## config.mk

```make
export PLATFORM = sky130hd
export DESIGN_NAME = cpu_prog_loader
export DESIGN_NICKNAME = d
export VERILOG_FILES = /design/src/rtl/cpu_prog_loader.sv
export SDC_FILE = /design/constraint.sdc
export NUM_CORES = 1
export LEC_CHECK = 0
export BUFFER_PORTS_ARGS = -buffer_cell sky130_fd_sc_hd__buf_2
export CORE_MARGIN = 5
export CORE_UTILIZATION = 57
export CTS_CLUSTER_DIAMETER = 60
export DETAILED_ROUTE_END_ITERATION = 10
export PLACE_DENSITY = 0.87
export SYNTH_ARGS = -nofsm -noshare
export SYNTH_HDL_FRONTEND = slang
export SYNTH_SLANG_ARGS = --single-unit
```

## constraint.sdc

```tcl
create_clock -name clk -period 3.9 [get_ports clk]
set_input_delay 0.39 -clock clk [delete_from_list [all_inputs] [get_ports clk]]
set_output_delay 0.39 -clock clk [all_outputs]
set_load 0.1 [all_outputs]
```

## src/rtl/cpu_prog_loader.sv

```systemverilog
// cpu_prog_loader
//   Program loader and run monitor for the cpu core. While the cpu is held in
//   reset, a host byte stream (valid/ready) is written into cpu memory at
//   addresses 0..DEPTH-1. The cpu is then held in reset for RST_HOLD more
//   cycles, released, and its instruction steps are counted until it halts or
//   the step budget runs out. Final PC, step count and pass/timeout are reported.
//
// Ports
//   clk, rst_                 clock, asynchronous active-low reset
//   start                     begin a load session (honoured in IDLE/DONE only)
//   in_valid/in_ready/in_data program byte stream; k-th accepted byte -> addr k
//   max_cycles, exp_pc        step budget and expected halt PC, sampled on RUN entry
//   mem_we/mem_addr/mem_wdata cpu memory write port (combinational from LOAD)
//   cpu_rst_                  active-low reset to the cpu (registered)
//   cpu_step, cpu_halt, cpu_pc cpu status inputs
//   busy, done, pass, timeout, final_pc, steps   registered status/results
module cpu_prog_loader #(
    parameter int DEPTH    = 32,
    parameter int ADDR_W   = 5,
    parameter int DATA_W   = 8,
    parameter int CNT_W    = 16,
    parameter int RST_HOLD = 5
) (
    input  logic              clk,
    input  logic              rst_,
    input  logic              start,
    input  logic              in_valid,
    output logic              in_ready,
    input  logic [DATA_W-1:0] in_data,
    input  logic [CNT_W-1:0]  max_cycles,
    input  logic [ADDR_W-1:0] exp_pc,
    output logic              mem_we,
    output logic [ADDR_W-1:0] mem_addr,
    output logic [DATA_W-1:0] mem_wdata,
    output logic              cpu_rst_,
    input  logic              cpu_step,
    input  logic              cpu_halt,
    input  logic [ADDR_W-1:0] cpu_pc,
    output logic              busy,
    output logic              done,
    output logic              pass,
    output logic              timeout,
    output logic [ADDR_W-1:0] final_pc,
    output logic [CNT_W-1:0]  steps
);

    // hold_q counts 0..RST_HOLD-1 while in RELEASE
    localparam int HOLD_W = (RST_HOLD > 1) ? $clog2(RST_HOLD) : 1;

    typedef enum logic [2:0] {
        S_IDLE, S_LOAD, S_RELEASE, S_RUN, S_DONE
    } state_t;

    state_t              state_q, state_d;
    logic [ADDR_W-1:0]   addr_q, addr_d;
    logic [HOLD_W-1:0]   hold_q, hold_d;
    logic [CNT_W-1:0]    max_q, max_d;
    logic [CNT_W-1:0]    steps_q, steps_d;
    logic [ADDR_W-1:0]   exp_q, exp_d;
    logic [ADDR_W-1:0]   final_pc_q, final_pc_d;
    logic                pass_q, pass_d;
    logic                timeout_q, timeout_d;
    logic                cpu_rst_q, cpu_rst_d;
    logic                busy_q, busy_d;
    logic                done_q, done_d;

    // Write port is combinational so each accepted byte lands in the same cycle.
    assign in_ready  = (state_q == S_LOAD);
    assign mem_we    = in_ready && in_valid;
    assign mem_addr  = addr_q;
    assign mem_wdata = in_data;

    always_comb begin
        state_d    = state_q;
        addr_d     = addr_q;
        hold_d     = hold_q;
        max_d      = max_q;
        steps_d    = steps_q;
        exp_d      = exp_q;
        final_pc_d = final_pc_q;
        pass_d     = pass_q;
        timeout_d  = timeout_q;

        case (state_q)
            S_IDLE, S_DONE: begin
                if (start) begin
                    state_d    = S_LOAD;
                    addr_d     = '0;
                    pass_d     = 1'b0;
                    timeout_d  = 1'b0;
                    final_pc_d = '0;
                    steps_d    = '0;
                end
            end
            S_LOAD: begin
                if (in_valid) begin
                    if (addr_q == ADDR_W'(DEPTH - 1)) begin
                        addr_d  = '0;
                        hold_d  = '0;
                        state_d = S_RELEASE;
                    end else begin
                        addr_d = addr_q + 1'b1;
                    end
                end
            end
            S_RELEASE: begin
                if (hold_q == HOLD_W'(RST_HOLD - 1)) begin
                    state_d = S_RUN;
                    steps_d = '0;
                    max_d   = max_cycles;
                    exp_d   = exp_pc;
                end else begin
                    hold_d = hold_q + 1'b1;
                end
            end
            S_RUN: begin
                // Halt wins over timeout; neither counts a step in that cycle,
                // which keeps steps from ever passing the budget.
                if (cpu_halt) begin
                    state_d    = S_DONE;
                    pass_d     = (cpu_pc == exp_q);
                    final_pc_d = cpu_pc;
                end else if (steps_q == max_q) begin
                    state_d    = S_DONE;
                    timeout_d  = 1'b1;
                    pass_d     = 1'b0;
                    final_pc_d = cpu_pc;
                end else if (cpu_step) begin
                    steps_d = steps_q + 1'b1;
                end
            end
            default: state_d = S_IDLE;
        endcase

        // Status outputs are registered from the next state so they line up with it.
        busy_d    = (state_d == S_LOAD) || (state_d == S_RELEASE) || (state_d == S_RUN);
        done_d    = (state_d == S_DONE);
        cpu_rst_d = (state_d == S_RUN) || (state_d == S_DONE);
    end

    always_ff @(posedge clk or negedge rst_) begin
        if (!rst_) begin
            state_q    <= S_IDLE;
            addr_q     <= '0;
            hold_q     <= '0;
            max_q      <= '0;
            steps_q    <= '0;
            exp_q      <= '0;
            final_pc_q <= '0;
            pass_q     <= 1'b0;
            timeout_q  <= 1'b0;
            cpu_rst_q  <= 1'b0;
            busy_q     <= 1'b0;
            done_q     <= 1'b0;
        end else begin
            state_q    <= state_d;
            addr_q     <= addr_d;
            hold_q     <= hold_d;
            max_q      <= max_d;
            steps_q    <= steps_d;
            exp_q      <= exp_d;
            final_pc_q <= final_pc_d;
            pass_q     <= pass_d;
            timeout_q  <= timeout_d;
            cpu_rst_q  <= cpu_rst_d;
            busy_q     <= busy_d;
            done_q     <= done_d;
        end
    end

    assign cpu_rst_ = cpu_rst_q;
    assign busy     = busy_q;
    assign done     = done_q;
    assign pass     = pass_q;
    assign timeout  = timeout_q;
    assign final_pc = final_pc_q;
    assign steps    = steps_q;

endmodule

```

==> impl_metrics.toml, run 1 <==
[run_status]
status = "finished clean"

[job]
drv_cap = 0

[finish]
n_antenna_cell = 0
nFillCells = 449
nets = 403
multi_input_area_sq_um = 1550
drive_gt1_share_pct = 30.0
ff_latch_area_sq_um = 1450
syn2layout_area_growth_pct = 14.3

[setup_path]
crit_fanout = 18
max_stage_delay_ns = 0.67
r2r_cells = 5
critical_path_class = "flop to output pin"
r2r_start = "steps[7]"
cp-end-kind = "output pin"
rrSetupSlack_ns = 1.51
crit_family = "flip-flops"
critPathBufInv = 1
worstSetupStartpointType = "flop"
required_ns = 3.51
setup.worst_path.start = "state_q[0]"
slowest_stage = "dfrtp_1"
crit_chain = "nor3b_2 -> and2_1 -> buf_2"
reg2reg_to = "steps[5]"
critPathArrivalTime_ns = 2.15

[route]
via_count = 2623
wirelength_um = 7470
wl_per_cell_um = 17.2
ant_nets = 0
drtPass1Iterations = 5
drtIter0Drc = 205
via_per_inst = 6.03
remaining_drc_errors = 0

[synthesis]
yosysUniqueCellTypes = 53
synth_top_cell_by_area = "dfrtp_1"
synth.avg_cell_area_sq_um = 10.3
synth.area.top_cells = "dfrtp_1 (46%), mux2_2 (7.8%), xor2_1 (5.2%)"
synth_edf_count = 0
syn_nets = 353
ys.flop_type = "dfrtp_1"
yosysWarnings = 0
netlist_instances = 308
async_flop_share_pct = 100
synthSimpleGateAreaFrac_pct = 19.0
synth-seq-area-share_pct = 45.6
yosys.area_share.xor_xnor_pct = 5.78
synth-compound-area-share_pct = 12.2
yosys.area_share.adder_pct = 1.97
synth_top_family_by_area = "simple AND/OR/NAND/NOR gates"
synth_top_area_share_pct = 45.6
synthMuxAreaShare_pct = 9.67
syn_area_sq_um = 3180
synth_seq_cells = 58

[die]
fp.coreArea_sq_um = 5470
rows = 27
ios = 81
fp.dieW_um = 84.7
dieArea_sq_um = 7180
initial_core_util_pct = 58.1
dieHeight_um = 84.7

[sta]
slew_headroom_pct = 33.0
post-route-min-period_ns = 2.54
slew_viol_final = 0
fmax_ghz = 0.394
setup_viol = 0
timing.final.crit_share_pct = 65.0
finalSetupTns_ns = 0
clock_skew_ns = 0.0104
tightest_slew_ns = 1.00
hold_viol_final = 0
grt_setup_unrepaired = "no"

[global_route]
use_met1_pct = 27.2
grt_use_total_pct = 21.8
met3_usage_pct = 6.28
grt_max_degree = 46
grt-ovfl-total = 0
busiest_layer = "met2"
met2_usage_pct = 35.7
antenna_found_initial = 0
grt_pass1_vias = 2589
grt_pass1_wl_um = 12400

[power]
internal_power_w = 0.00114
seqPwrFrac_pct = 37.5
vdd_ir_drop_max_mv = 0.500
clkPwrFrac_pct = 28.0
comb_power_share_pct = 34.6
switching_power_w = 0.000848
design_power_total_w = 0.00198
p_sw_share_pct = 42.8
total_leakage_power_nw = 1.71
powerDensity_nw_per_um2 = 546

[clocking]
cts_made_buffers = 9
clock_sinks = 58
root_buffer = "clkbuf_8"
path_clk_slew_ns = 0.06
hold_buffers = 0
htreeDepth = 3
cts_resized = 0
cts_tree = "yes"
worstSkewPairLatency_ns = 0.33
clock_path_buffers = 2
cts_setup_buffers = 0

[min_path]
hold_path.class = "input port to async pin"

[place]
routabilityCongestion = 0.878
io_buffer_count = 64
hpwl_um = 5260
## through the flow
step	util [%]	hold WS (ns)	setup WS, ns	instance area (sq um)	instances
after detailed placement	62.8	0.495	1.60	3440	419
after floorplan	-	0.0944	0.368	3190	308
after global routing	66.4	0.268	1.22	3640	435
after global placement	62.8	0.496	1.67	3440	419
final	66.4	0.238	1.36	3640	435
after CTS	66.4	0.269	1.38	3640	435
## worst max-delay path by stage
| stage | slack, ns | to | depth (start not counted) |
|---|---|---|---|
| after global routing | 1.22 | mem_we | 3 |
| after global placement | 1.67 | steps[12] | 5 |
| after CTS | 1.38 | mem_we | 3 |
| final | 1.36 | mem_we | 3 |
| after detailed placement | 1.60 | steps[5] | 5 |
| after floorplan | 0.37 | mem_addr[0] | 7 |
## state kept, by name (all words and copies together) (netlist names)
register  flops
max_q        16
steps        16
exp_q         5
final_pc      5
mem_addr      5
hold_q        3
state_q       3
busy          1
cpu_rst_      1
done          1
pass          1
timeout       1
## layout by cell type (no fill, tap or decap), drive strengths merged, types with 3 or more instances in the layout
master,Yosys,routed
buf,20,65
dfrtp,58,58
nand2,35,35
mux2,22,22
xor2,19,19
nand3,17,17
o21ai,17,17
clkbuf,6,14
a21oi,13,13
nor2,8,8
nand2b,8,8
nand4,6,6
mux2i,6,6
inv,5,5
and3,5,5
a31oi,5,5
ha,5,5
nor4,5,5
nor3,4,4
a211oi,4,4
or3,4,4
and4,3,3
o211ai,3,3
## synth_stat cells (2+ instances only)
library cell and instances:
clkbuf_1 6, buf_6 3, or4_1 2, and2_1 2, nand4_1 6, ha_1 5
mux2_2 22, nand3_1 17, a211oi_1 4, xor2_1 19, nor3b_1 2, o211ai_1 3
buf_4 10, and3_1 5, nor4_1 4, xnor2_1 2, dfrtp_1 58, nand2_1 35
a31oi_1 5, nand4b_1 2, nor2_1 8, a21oi_1 13, and4_1 3, nor3_1 4
inv_1 5, or3_1 3, nand2b_1 7, mux2i_1 6, buf_2 7, o21ai_0 17
## metal layers
metal	wire (um)	share of wire [%]
met1	3040	41
met2	3770	50
met3	577	7.7
met4	91	1.2
met5	0	0
## power by group through the flow
stage                     Clock [W]  Sequential (W)  Combinational, W
after floorplan                   0         0.00105          0.000298
after global placement            0        0.000748          0.000672
after detailed placement          0        0.000753          0.000685
after CTS                  0.000560        0.000743          0.000687
after global routing       0.000595        0.000754          0.000719
final                      0.000555        0.000743          0.000686
## worst register-to-register path, delay by kind of cell (launching register included)
family / cells / cell delay [ns]
compound gates: 3 / 1.21
flops: 1 / 0.46
simple gates: 1 / 0.46
xor+xnor: 1 / 0.17
## final cells by class
| cell class | count | share of cell area (%) |
|---|---|---|
| Clock inverter | 2 | 0.964 |
| Inverter | 5 | 0.516 |
| Timing Repair Buffer | 65 | 9.02 |
| Tap cell | 72 | 2.48 |
| Clock buffer | 14 | 4.47 |
| Sequential cell | 58 | 39.9 |
| Multi-Input combinational cell | 219 | 42.6 |
## kinds of logic (layout without fill, tap and decap cells)
family | after synthesis | after routing
multiplexers | 28 | 28
AO/OA/AOI/OAI | 56 | 56
XOR/XNOR | 21 | 21
buffers and inverters | 31 | 86
flip-flops | 58 | 58
adder cells (fa/ha/maj) | 5 | 5
AND/OR/NAND/NOR | 109 | 109
Power figures use the tool's default switching activity.
==> run 2, diff against run 1 <==
CORE_UTILIZATION = 53   (was 57)
PLACE_DENSITY = 0.82   (was 0.87)
clock period = 2.35 ns   (was 3.9 ns; I/O delays follow)
==> impl_metrics.toml, run 2 (same netlist as run 1, synthesis figures left out) <==
[sta]
setup_ws_ns = 0.121
grt_setup_unrepaired = "no"
tightest_slew_ns = 0.605
slew_viol_final = 0
setup_viol = 0
fmax_ghz = 0.449
post-route-min-period_ns = 2.23
finalSetupTns_ns = 0
hold_viol_final = 0
timing.final.crit_share_pct = 94.9
slew_headroom_pct = 59.7
clock_skew_ns = 0.00813

[finish]
fin_util_pct = 63.7
nets = 417
n_antenna_cell = 0
layout.cells.non_filler = 452
syn2layout_area_growth_pct = 17.8
drive_gt1_share_pct = 36.1
final_cell_mix = "buf_2 (63), dfrtp_1 (45), nand2_1 (35), mux2_2 (22), xor2_1 (19)"
final_common_cell = "buf_2"

[global_route]
antenna_found_initial = 0
grt-ovfl-total = 0
grt_max_degree = 28
grt_pass1_wl_um = 12200
grt_use_total_pct = 20.6
grt_pass1_vias = 2541

[route]
drtPass1Iterations = 4
via_count = 2556
ant_nets = 0
via_per_inst = 5.65
met1_length_um = 2960
drtIter0Drc = 193
wirelength_um = 7370
wl_per_cell_um = 16.3
wl_met3_um = 528
remaining_drc_errors = 0
wl_met2_um = 3700
top_layer = "met4"

[die]
initial_core_util_pct = 54.1
dieArea_sq_um = 7650
fp.coreArea_sq_um = 5890
fp.dieW_um = 87.5
rows = 28
dieHeight_um = 87.5
ios = 81

[clocking]
worstSkewPairLatency_ns = 0.33
cts_made_buffers = 9
clock_sinks = 58
cts_tree = "yes"
clock_path_buffers = 2
cts_setup_buffers = 0
root_buffer = "clkbuf_8"
path_clk_slew_ns = 0.07
htreeDepth = 3

[setup_path]
cp-end-kind = "output pin"
worstSetupStartpointType = "flop"
max_stage_delay_ns = 0.51
cpMostUsedCell = "buf_4"
critical_path_class = "flop to output pin"
crit_chain = "buf_4 -> nor3b_4 -> and2_1 -> buf_4"
crit_family = "simple AND/OR/NAND/NOR gates"
required_ns = 2.12
crit_fanout = 10
slowest_stage = "dfrtp_1"
critPathArrivalTime_ns = 1.99
critPathBufInv = 2

[place]
io_buffer_count = 64
hpwl_um = 5450
routabilityCongestion = 0.909
dp_slack_ns = 0.257
dp_cells = 435

[power]
powerDensity_nw_per_um2 = 857
total_leakage_power_nw = 1.75
design_power_total_w = 0.00321
vdd_ir_drop_max_mv = 0.795

[run_status]
status = "finished clean"

[job]
drv_cap = 0

[min_path]
hold_path.class = "input port to flop"
[run 2: changes by cell type in the layout (fill, tap and decap cells not counted), moves of 2 or more]
cell,delta
clkinv_2,+2
buf_4,+14
dfrtp_2,+13
dfrtp_1,-13
[run 2: area by class of cell]
cell class	instances	area [sq um]
multi-input combinational	219	1560
timing repair buffer	79	438
fill	481	2140
clock buffer	13	159
inverter	5	18.8
clock inverter	3	15.0
tap	75	93.8
sequential	58	1470
[run 2: timing repair]
item / 4_1_cts / 5_1_grt
setup endpoints to repair: 0 / 1
hold endpoints to repair: 25 / 0
resized for setup: 0 / 2
hold buffers: 1 / 0
[run 2: worst register-to-register path: cells and delay by family (launching register included)]
family	cells	cell delay [ns]
DFF	1	0.39
adders and majority gates	1	0.19
AOI/OAI and AO/OA	2	0.85
muxes	1	0.10
and+or+nand+nor	2	0.39
buffers and inverters	1	0.09
[run 2: worst paths after layout]
check / from / endpoint / slack (ns) / cells past startpoint
worst max-delay path: state_q[0] / mem_we / 0.12 / 4
worst min-delay path: max_cycles[10] / max_q[10] / 0.13 / 2
worst max register to register: hold_q[0] / steps[9] / 0.20 / 7
worst min register to register: timeout / timeout / 0.52 / 1
max in group asynchronous: rst_ / steps[12] / 1.20 / 3
min in group asynchronous: rst_ / pass / 0.44 / 2
[run 2: where the power goes]
| group | leakage (nW) | internal [W] | switching [W] |
|---|---|---|---|
| combinational | 0.939 | 0.000252 | 0.000917 |
| sequential | 0.717 | 0.00111 | 0.000113 |
| clock | 0.0932 | 0.000436 | 0.000386 |
[run 2: routing by layer]
layer | up-vias | GRT usage (%)
met5 | - | 0
met4 | 0 | 9.62
met3 | 15 | 5.11
met2 | 96 | 33.4
met1 | 1209 | 25.8
li1 | 1236 | -
[run 2: through the flow]
| step | hold WS [ns] | instance area, sq um |
|---|---|---|
| 6_report | 0.127 | 3750 |
| 5_1_grt | 0.116 | 3750 |
| 4_1_cts | 0.121 | 3750 |
| 3_5_place_dp | 0.287 | 3560 |
| 3_3_place_gp | 0.277 | 3560 |
| 2_1_floorplan | -0.0606 | 3220 |
==> run 3, diff against run 2 <==
CORE_UTILIZATION = 25   (was 53)
PLACE_DENSITY = 0.46   (was 0.82)
==> impl_metrics.toml, run 3 (same netlist as run 1, synthesis figures left out) <==
[clocking]
cts_made_buffers = 9
path_clk_slew_ns = 0.06
root_buffer = "clkbuf_16"
htreeDepth = 3
cts_resized = 0
worstSkewPairLatency_ns = 0.32
clock_sinks = 58
cts_tree = "yes"
clock_path_buffers = 2

[route]
wirelength_um = 8440
drtIter0Drc = 150
via_per_inst = 4.70
ant_nets = 0
wl_per_cell_um = 15.3
drtPass1Iterations = 4
via_count = 2588
remaining_drc_errors = 0

[die]
ios = 81
initial_core_util_pct = 25.3
fp.dieW_um = 123
fp.coreArea_sq_um = 12600
dieArea_sq_um = 15100
dieHeight_um = 123
rows = 41

[setup_path]
required_ns = 2.59
worstSetupStartpointType = "flop"
cp-end-kind = "flop"
r2r_start = "steps[10]"
critical_path_class = "flop to flop"
critPathBufInv = 0
reg2reg_to = "steps[3]"
crit_chain = "xor2_1 -> nor4_1 -> a41o_2 -> o21ai_0 -> a31oi_1"
rrSetupSlack_ns = 0.19
critPathArrivalTime_ns = 2.40
crit_fanout = 17
max_stage_delay_ns = 0.50
crit_end = "steps[3]"
worst-path-stages = 5
slowest_stage = "a41o_2"
setup.worst_path.start = "steps[10]"
r2r_cells = 5
crit_family = "compound AO/OA/AOI/OAI gates"

[global_route]
antenna_found_initial = 0
use_met1_pct = 15.2
grt_use_total_pct = 11.9
grt_pass1_wl_um = 13900
busiest_layer = "met2"
grt_max_degree = 59
grt_pass1_vias = 2653
grt-ovfl-total = 0
met3_usage_pct = 2.86
met2_usage_pct = 19.6

[finish]
ff_latch_area_sq_um = 1470
final_cell_mix = "buf_2 (64), dfrtp_1 (45), nand2_1 (35), mux2_2 (22), xor2_1 (19)"
nFillCells = 1351
drive_gt1_share_pct = 36.7
nets = 419
final_design_area_no_fill_sq_um = 4020
final_common_cell = "buf_2"
syn2layout_area_growth_pct = 26.2
multi_input_area_sq_um = 1560
n_antenna_cell = 0

[place]
routabilityCongestion = 0.764
hpwl_um = 6150
placed_area_sq_um = 3700
io_buffer_count = 64

[power]
design_power_total_w = 0.00368
powerDensity_nw_per_um2 = 917
vdd_ir_drop_max_mv = 0.706
total_leakage_power_nw = 1.82

[sta]
clock_skew_ns = 0.00738
fmax_ghz = 0.464
finalSetupTns_ns = 0
setup_viol = 0
timing.final.crit_share_pct = 91.7
tightest_slew_ns = 0.525
hold_viol_final = 0
grt_setup_unrepaired = "no"
post-route-min-period_ns = 2.16
slew_headroom_pct = 64.7
slew_viol_final = 0

[run_status]
status = "finished clean"

[min_path]
hold_path.class = "input port to flop"

[job]
drv_cap = 0
-- run 3: cell count changes in the layout (fill, tap and decap cells not counted) --
cell       change
buf_12         +1
clkinv_2       -1
clkbuf_1       -1
clkbuf_16      +9
clkbuf_8       -7
buf_2          +1
-- run 3: cell type report --
type                       instances  area share (%)
multi-input combinational        219            38.8
sequential                        58            36.6
timing repair buffer              81            11.5
clock buffer                      14            7.07
tap                              172            5.36
inverter                           5           0.467
clock inverter                     2           0.249
-- run 3: stage by stage --
| stage | cells | utilization, % | setup slack [ns] | hold slack, ns |
|---|---|---|---|---|
| global route | 551 | 31.9 | 0.0289 | 0.135 |
| CTS | 549 | 31.8 | 0.0401 | 0.132 |
| floorplan | 308 | - | 0.00748 | -0.0606 |
| finish | 551 | 31.9 | 0.194 | 0.138 |
| global placement | 532 | 29.4 | 0.0841 | 0.269 |
| detailed placement | 532 | 29.4 | 0.0495 | 0.273 |
-- run 3: worst register-to-register path, cell delays in order (launching register included) --
cell and delay (ns):
dfrtp_2 0.45, xor2_1 0.16, nor4_1 0.47, a41o_2 0.50, o21ai_0 0.27, a31oi_1 0.23
-- run 3: routing by layer --
metal  part of all wire, %  wire length [um]  up-vias
met1                    46              3870     1284
met3                   4.7               397        9
met5                     0                 0        -
met2                    48              4050       53
met4                   1.5               129        0
li1                      -                 -     1242
-- run 3: timing repair --
item	CTS	global route
endpoints found under the setup margin	0	1
setup buffers	0	2
hold buffers	1	0
endpoints found under the hold margin	58	0
-- run 3: worst min-delay path by stage --
| stage | start | end | slack (ns) | cells after the start |
|---|---|---|---|---|
| 6_report | max_cycles[6] | max_q[6] | 0.14 | 2 |
| 5_1_grt | max_cycles[7] | max_q[7] | 0.14 | 2 |
| 4_1_cts | max_cycles[6] | max_q[6] | 0.13 | 2 |
| 3_5_place_dp | rst_ | final_pc[1] | 0.27 | 2 |
| 3_3_place_gp | rst_ | final_pc[1] | 0.27 | 2 |
| 2_1_floorplan | rst_ | busy | -0.06 | 0 |
-- run 3: report_power, final --
part / internal [W] / switching [W]
clock: 0.000824 / 0.000440
sequential: 0.00111 / 0.0000953
combinational: 0.000267 / 0.000943
total: 0.00220 / 0.00148
